==> src/rtl/ascii_case_stream.sv <==
// ascii_case_stream: LANES-wide ASCII case converter feeding a 2-entry registered skid buffer,
// with a saturating count of modified bytes. Define ASCII_CASE_TITLE_EN to turn mode 11 into title case.
module ascii_case_stream #(
  parameter int LANES = 1,
  parameter int CNT_W = 16
) (
  input  logic                 clk,
  input  logic                 rst_n,
  input  logic                 in_valid,
  output logic                 in_ready,
  input  logic [8*LANES-1:0]   in_data,
  input  logic                 in_last,
  input  logic [1:0]           in_mode,
  output logic                 out_valid,
  input  logic                 out_ready,
  output logic [8*LANES-1:0]   out_data,
  output logic                 out_last,
  input  logic                 clr_count,
  output logic [CNT_W-1:0]     mod_count
);

  typedef enum logic [1:0] {
    EMPTY = 2'd0,
    ONE   = 2'd1,
    TWO   = 2'd2
  } occ_t;

  localparam logic [1:0] MODE_PASS  = 2'd0;
  localparam logic [1:0] MODE_UPPER = 2'd1;
  localparam logic [1:0] MODE_LOWER = 2'd2;
  localparam logic [1:0] MODE_ALT   = 2'd3;

  occ_t               occ;
  occ_t               occ_next;
  logic               accept;
  logic               pop;
  logic [8*LANES-1:0] conv_data;
  logic [8*LANES-1:0] data_a;
  logic [8*LANES-1:0] data_b;
  logic               last_a;
  logic               last_b;
  logic [CNT_W:0]     n_mod;
  logic [CNT_W:0]     cnt_sum;
`ifdef ASCII_CASE_TITLE_EN
  logic               in_word;
  logic               word_next;
`endif

  assign accept = in_valid && in_ready;
  assign pop    = out_valid && out_ready;

  // Per-lane conversion; the word flag ripples from lane 0 upward so title case spans lanes.
  always_comb begin
    logic [7:0] ch;
    logic [7:0] res;
    logic       is_up;
    logic       is_lo;
    conv_data = '0;
    n_mod     = '0;
    ch        = '0;
    res       = '0;
    is_up     = 1'b0;
    is_lo     = 1'b0;
`ifdef ASCII_CASE_TITLE_EN
    word_next = in_word;
`endif
    for (int i = 0; i < LANES; i++) begin
      ch    = in_data[8*i +: 8];
      is_up = (ch >= 8'h41) && (ch <= 8'h5A);
      is_lo = (ch >= 8'h61) && (ch <= 8'h7A);
      res   = ch;
      case (in_mode)
        MODE_PASS:  res = ch;
        MODE_UPPER: if (is_lo) res = ch & 8'hDF;
        MODE_LOWER: if (is_up) res = ch | 8'h20;
        MODE_ALT: begin
`ifdef ASCII_CASE_TITLE_EN
          if (is_up || is_lo) begin
            res       = word_next ? (ch | 8'h20) : (ch & 8'hDF);
            word_next = 1'b1;
          end else begin
            word_next = 1'b0;
          end
`else
          if (is_up || is_lo) res = ch ^ 8'h20;
`endif
        end
        default: res = ch;
      endcase
      conv_data[8*i +: 8] = res;
      if (res != ch) n_mod = n_mod + {{CNT_W{1'b0}}, 1'b1};
    end
  end

`ifdef ASCII_CASE_TITLE_EN
  // End of string resets the word context whatever the beat's mode.
  always_ff @(posedge clk or negedge rst_n) begin
    if (!rst_n) begin
      in_word <= 1'b0;
    end else if (accept) begin
      in_word <= in_last ? 1'b0 : word_next;
    end
  end
`endif

  always_ff @(posedge clk or negedge rst_n) begin
    if (!rst_n) occ <= EMPTY;
    else        occ <= occ_next;
  end

  always_comb begin
    occ_next = occ;
    case (occ)
      EMPTY: if (accept) occ_next = ONE;
      ONE: begin
        if (accept && !pop)      occ_next = TWO;
        else if (!accept && pop) occ_next = EMPTY;
      end
      TWO:     if (pop) occ_next = ONE;
      default: occ_next = EMPTY;
    endcase
  end

  // Handshake outputs decode the occupancy register only, so out_ready never reaches in_ready.
  always_comb begin
    in_ready  = (occ != TWO);
    out_valid = (occ != EMPTY);
  end

  // Entry A is the head; it keeps its last value when the buffer drains.
  always_ff @(posedge clk or negedge rst_n) begin
    if (!rst_n) begin
      data_a <= '0;
      data_b <= '0;
      last_a <= 1'b0;
      last_b <= 1'b0;
    end else begin
      case (occ)
        EMPTY: begin
          if (accept) begin
            data_a <= conv_data;
            last_a <= in_last;
          end
        end
        ONE: begin
          if (accept && pop) begin
            data_a <= conv_data;
            last_a <= in_last;
          end else if (accept) begin
            data_b <= conv_data;
            last_b <= in_last;
          end
        end
        TWO: begin
          if (pop) begin
            data_a <= data_b;
            last_a <= last_b;
          end
        end
        default: ;
      endcase
    end
  end

  assign out_data = data_a;
  assign out_last = last_a;

  assign cnt_sum = {1'b0, mod_count} + (accept ? n_mod : '0);

  always_ff @(posedge clk or negedge rst_n) begin
    if (!rst_n)              mod_count <= '0;
    else if (clr_count)      mod_count <= '0;
    else if (cnt_sum[CNT_W]) mod_count <= '1;
    else                     mod_count <= cnt_sum[CNT_W-1:0];
  end

endmodule

==> config.mk <==
export PLATFORM = sky130hd
export DESIGN_NAME = ascii_case_stream
export DESIGN_NICKNAME = d
export VERILOG_FILES = /design/src/rtl/ascii_case_stream.sv
export SDC_FILE = /design/constraint.sdc
export NUM_CORES = 1
export LEC_CHECK = 0
export BUFFER_PORTS_ARGS = -buffer_cell sky130_fd_sc_hd__buf_2
export CAP_MARGIN = 25
export CORE_ASPECT_RATIO = 1.1
export CORE_MARGIN = 8
export CORE_UTILIZATION = 35
export CTS_CLUSTER_DIAMETER = 80
export DETAILED_ROUTE_END_ITERATION = 8
export PLACE_DENSITY_LB_ADDON = 0.15
export SYNTH_ARGS = -nofsm -noshare
export SYNTH_HDL_FRONTEND = slang
export SYNTH_SLANG_ARGS = --single-unit
export TNS_END_PERCENT = 10
==> constraint.sdc <==
create_clock -name clk -period 4.4 [get_ports clk]
set_input_delay 0.88 -clock clk [delete_from_list [all_inputs] [get_ports clk]]
set_output_delay 0.88 -clock clk [all_outputs]
set_load 0.02 [all_outputs]
# ---- Word level (Yosys, flattened, before mapping)
# Cells that the tools add are included.
# W data, S select, Z words.
dict set report op_classes {
  bitwise 2
  addsub 1
  n_lt_le_gt_ge 4
  n_eq_ne 11
  muxes 21
  reduce_logical 17
}
# op count
set op_table {}
lappend op_table {{$mux W16} 2}
lappend op_table {{$pmux W8 S4} 1}
lappend op_table {{$mux W8} 3}
lappend op_table {{$pmux W8 S3} 1}
lappend op_table {{$mux W6} 3}
lappend op_table {{$add A16 B17 Y17} 1}
lappend op_table {{$mux W17} 1}
lappend op_table {{$ge A8 B7 Y1 const B} 2}
lappend op_table {{$le A8 B7 Y1 const B} 2}
lappend op_table {{$mux W2} 4}
lappend op_table {{$ne A2 B2 Y1 const B} 4}
lappend op_table {{$ne A8 B8 Y1} 1}
lappend op_table {{$logic_and A1 B1 Y1} 7}
lappend op_table {{$eq A2 B2 Y1 const B} 3}
lappend op_table {{$pmux W2 S3} 1}
lappend op_table {{$reduce_and A3 Y1} 2}
lappend op_table {{$eq A2 B1 Y1 const B} 2}
lappend op_table {{$logic_not A2 Y1} 2}
lappend op_table {{$mux W1} 4}
lappend op_table {{$reduce_and A4 Y1} 1}
lappend op_table {{$ne A3 B3 Y1 const B} 1}
lappend op_table {{$pmux W1 S3} 1}
lappend op_table {{$reduce_bool A3 Y1} 1}
lappend op_table {{$logic_not A1 Y1} 2}
lappend op_table {{3 further kinds} 4}
dict set report word_totals {
  regBits 36
  out_inout_bits 27
}

# ---- Depth between registers and ports, before layout
dict set report logic_depth {
  word_depth 11
  mapped_depth 12
}

# ---- Worst setup path before layout
# No wires, ideal clock.
dict set report synth_path {
  path_type {input-to-reg}
  startpoint {input in_data[0]}
  endpoint {register mod_count[10]}
  slack_ns 1.563
  t_arrival_ns 2.759
  cell_stages 10
  path_cell_list {a21oi_1 > o22ai_2 > nor3b_2 > o211a_1 > ha_1 > nand3_2 > nor4_4 > nand2_1 > buf_2 > a21oi_1}
}
dict set report synth_between {
  elab_chain_len 11
  elab_cells_between_ends 17
}
# element line_no
set synth_lines {}
lappend synth_lines {{from (decl)} 11} ;# input logic [8*LANES-1:0] in_data,
lappend synth_lines {{$ge A8 B7 Y1, or another cell as far along} 69} ;# is_up = (ch >= 8'h41) && (ch <= 8'h5A);
lappend synth_lines {{$logic_and A1 B1 Y1, on equally long branches} {69, 70}}
lappend synth_lines {{$logic_or A1 B1 Y1} 85} ;# if (is_up || is_lo) res = ch ^ 8'h20;
lappend synth_lines {{$mux W6} 85}
lappend synth_lines {{$pmux W8 S4} 72} ;# case (in_mode)
lappend synth_lines {{$ne A8 B8 Y1 *} 91} ;# if (res != ch) n_mod = n_mod + {{CNT_W{1'b0}}, 1'b1};
lappend synth_lines {{$mux W1 *} 91}
lappend synth_lines {{$mux W17 *} 168} ;# assign cnt_sum = {1'b0, mod_count} + (accept ? n_mod : '0);
lappend synth_lines {{$add A16 B17 Y17 *} 168}
lappend synth_lines {{$mux W16 *} 173} ;# else if (cnt_sum[CNT_W]) mod_count <= '1;
lappend synth_lines {{$mux W16 *} 172} ;# else if (clr_count) mod_count <= '0;
lappend synth_lines {{to (signal assigned)} 174} ;# else mod_count <= cnt_sum[CNT_W-1:0];
lappend synth_lines {{to (decl)} 19} ;# output logic [CNT_W-1:0] mod_count
# Every way passes the cells marked *; elsewhere a longest branch is shown, timed or not. The select of a mux whose other input is x is not followed.
# A chain may end at the register's enable or synchronous reset.

# ---- Final worst setup path
dict set report layout_path {
  startpoint {input in_data[0]}
  endpoint {register mod_count[2]}
}
# The elaborated chain is that of the path after synthesis.

==> impl_metrics.json <==
{
  "grt_pass1_vias": 1516,
  "worst_pin_slew_ns": 0.798,
  "hold_violations": 0,
  "rsz0062_at_grt": "no",
  "n_fill_cell": 524,
  "hold_path_depth": 1,
  "initial_core_util_pct": 36.5,
  "multi_input_area_um2": 888,
  "ir_drop_uv": 192,
  "worstSetupEndpointType": "flip-flop",
  "skew_ns": 0.0111,
  "area_growth_pct": 17.8,
  "detail_route.iter0.violations": 68,
  "netlist_area_um2": 1850,
  "power-per-cell-area_nw_per_um2": 495,
  "yosysSeqAreaShare_pct": 48.7,
  "via_count": 1457,
  "gr-total-overflow": 0,
  "nets": 242,
  "cts.sinks": 36,
  "ys_top_cells_by_area": "dfrtp_1, nand2_1, a21oi_1",
  "routedWlPerCell_um": 15.1,
  "firstDrtPassIters": 4,
  "htreeDepth": 2,
  "arrival_ns": 3.23,
  "core_area_um2": 5070,
  "grt_max_degree": 37,
  "antennaDiodeCount": 0,
  "cp_max_fo": 11,
  "startpoint_type": "input pin",
  "routed_wl_um": 4230,
  "finalCritPeriodShare_pct": 68.9,
  "dp_hpwl_um": 3000,
  "cap_violations": 0,
  "yosys_warnings": 0,
  "setup.worst_path.class": "in -> reg",
  "final_cell_mix": "buf_2, dfrtp_1, nand2_1",
  "viasPerCell": 5.20,
  "syn_nets": 201,
  "cts_root_buffer": "clkbuf_8",
  "hold_path.class": "reg -> reg",
  "portBuffers": 42,
  "cts_hold_buf": 0,
  "track_usage_pct": 11.3,
  "layout-drive-gt1-share_pct": 29.3,
  "placed_area_um2": 2090,
  "syn_area_per_cell_um2": 10.3,
  "p_total_mw": 1.08,
  "die_h_um": 92.2,
  "gp_congestion": 0.734,
  "cts_tree": "done",
  "route.detailed.drc": 0,
  "antenna_left": 0,
  "r2r_slack_ns": 1.45,
  "synth-seq-cells": 36,
  "synth_top_area_cell": "dfrtp_1",
  "slew_headroom_pct": 46.8,
  "fmax_mhz": 330,
  "die_width_um": 85.3,
  "setup-violations-final": 0,
  "rows": 27,
  "regArea_um2": 901,
  "p_leak_nw": 1.05,
  "status": "completed",
  "cts_buffers": 5,
  "setup-tns-final_ns": 0,
  "required_ns": 4.60,
  "yosysUniqueCellTypes": 42,
  "clk-insertion-delay-late_ns": 0.28,
  "rr_worst_depth": 10,
  "cts_max_path_buffers": 2,
  "final_max_slew_viol_count": 0,
  "dieArea_um2": 7870,
  "antenna_found_initial": 0,
  "synth_top_area_share_pct": 48.7,
  "clk_pin_slew_ns": 0.08,
  "post-cts-setup-buffer-count": 0,
  "crit_end": "mod_count[2]",
  "final_common_cell": "buf_2",
  "fin_area_um2": 2180,
  "cts_resized": 0,
  "cp-startpoint": "in_data[0]",
  "r2r-end": "mod_count[2]",
  "grt_pass1_wl_um": 7150,
  "syn_inst": 180,
  "fin_crit_ns": 3.03,
  "ios": 43,
  "reg2reg_from": "occ[1]"
}
==> cell usage after synthesis (all sizes together) <==
library cell,number
ha,5
xnor2,4
a21oi,15
nor3b,2
nand3,7
o21ai,5
buf,5
inv,3
clkbuf,4
dfrtp,36
nand3b,3
nand2,24
or2,2
mux2,8
nand2b,1
a2111oi,1
and2,2
nor2,17
and3,4
or4,1
a31oi,8
nor4,1
a21o,1
and4,2
nor2b,2
nand4,2
o22ai,2
o211a,1
mux2i,5
a311oi,1
a41oi,1
xor2,5
==> registers in the layout (all words and copies together), names as in the netlist <==
register and count:
last_b 1, out_last 1, mod_count 16, data_b 8
occ 2, out_data 8
==> cell families after synthesis <==
group,after synthesis,share of synthesized area [%]
buffers and inverters,12,3.25
adders and majority gates,5,3.38
DFF,36,48.7
and+or+nand+nor,70,19.9
muxes,13,7.78
AOI/OAI and AO/OA,35,12.7
xor gates and xnor gates,9,4.26
==> metal layers <==
layer / part of all wire, % / track usage (%)
met5: 0 / 0
met3: 6.9 / 4.10
met4: 2.2 / 5.26
met1: 45 / 13.4
met2: 45 / 17.9
==> worst max-delay path: stages <==
cell and delay, ns:
buf_2 0.12, a21oi_1 0.17, o22ai_2 0.09, nor3b_2 0.36, o211a_1 0.23, ha_1 0.21
nand3_2 0.16, nor4_4 0.43, nand2_1 0.35, a21oi_1 0.23
==> area by class of cell <==
class,count,area share (%)
Sequential cell,36,41.4
Multi-Input combinational cell,132,40.8
Timing Repair Buffer,43,9.99
Tap cell,58,3.33
Clock buffer,5,3.16
Clock inverter,3,0.862
Inverter,3,0.517
==> per-stage QoR <==
stage	std cells	hold slack, ns	util (%)	setup WS, ns
floorplan	180	0.464	-	1.56
global placement	272	0.477	41.3	1.14
detailed placement	272	0.484	41.3	1.09
CTS	280	0.504	43.0	1.37
global route	280	0.512	43.0	1.12
finish	280	0.499	43.0	1.37
==> how the worst min path moves through the flow <==
| stage | startpoint | end | slack [ns] |
|---|---|---|---|
| 3_3_place_gp | data_b[7] | data_b[7] | 0.48 |
| 5_1_grt | data_b[1] | data_b[1] | 0.51 |
| 6_report | data_b[1] | data_b[1] | 0.50 |
| 2_1_floorplan | data_b[0] | data_b[0] | 0.46 |
| 3_5_place_dp | data_b[1] | data_b[1] | 0.48 |
| 4_1_cts | data_b[1] | data_b[1] | 0.50 |
==> report_power, final <==
part	switching, mW	internal (mW)
clock	0.122	0.110
combinational	0.215	0.149
sequential	0.0589	0.424
No activity file was read; power rests on OpenSTA's default activity.
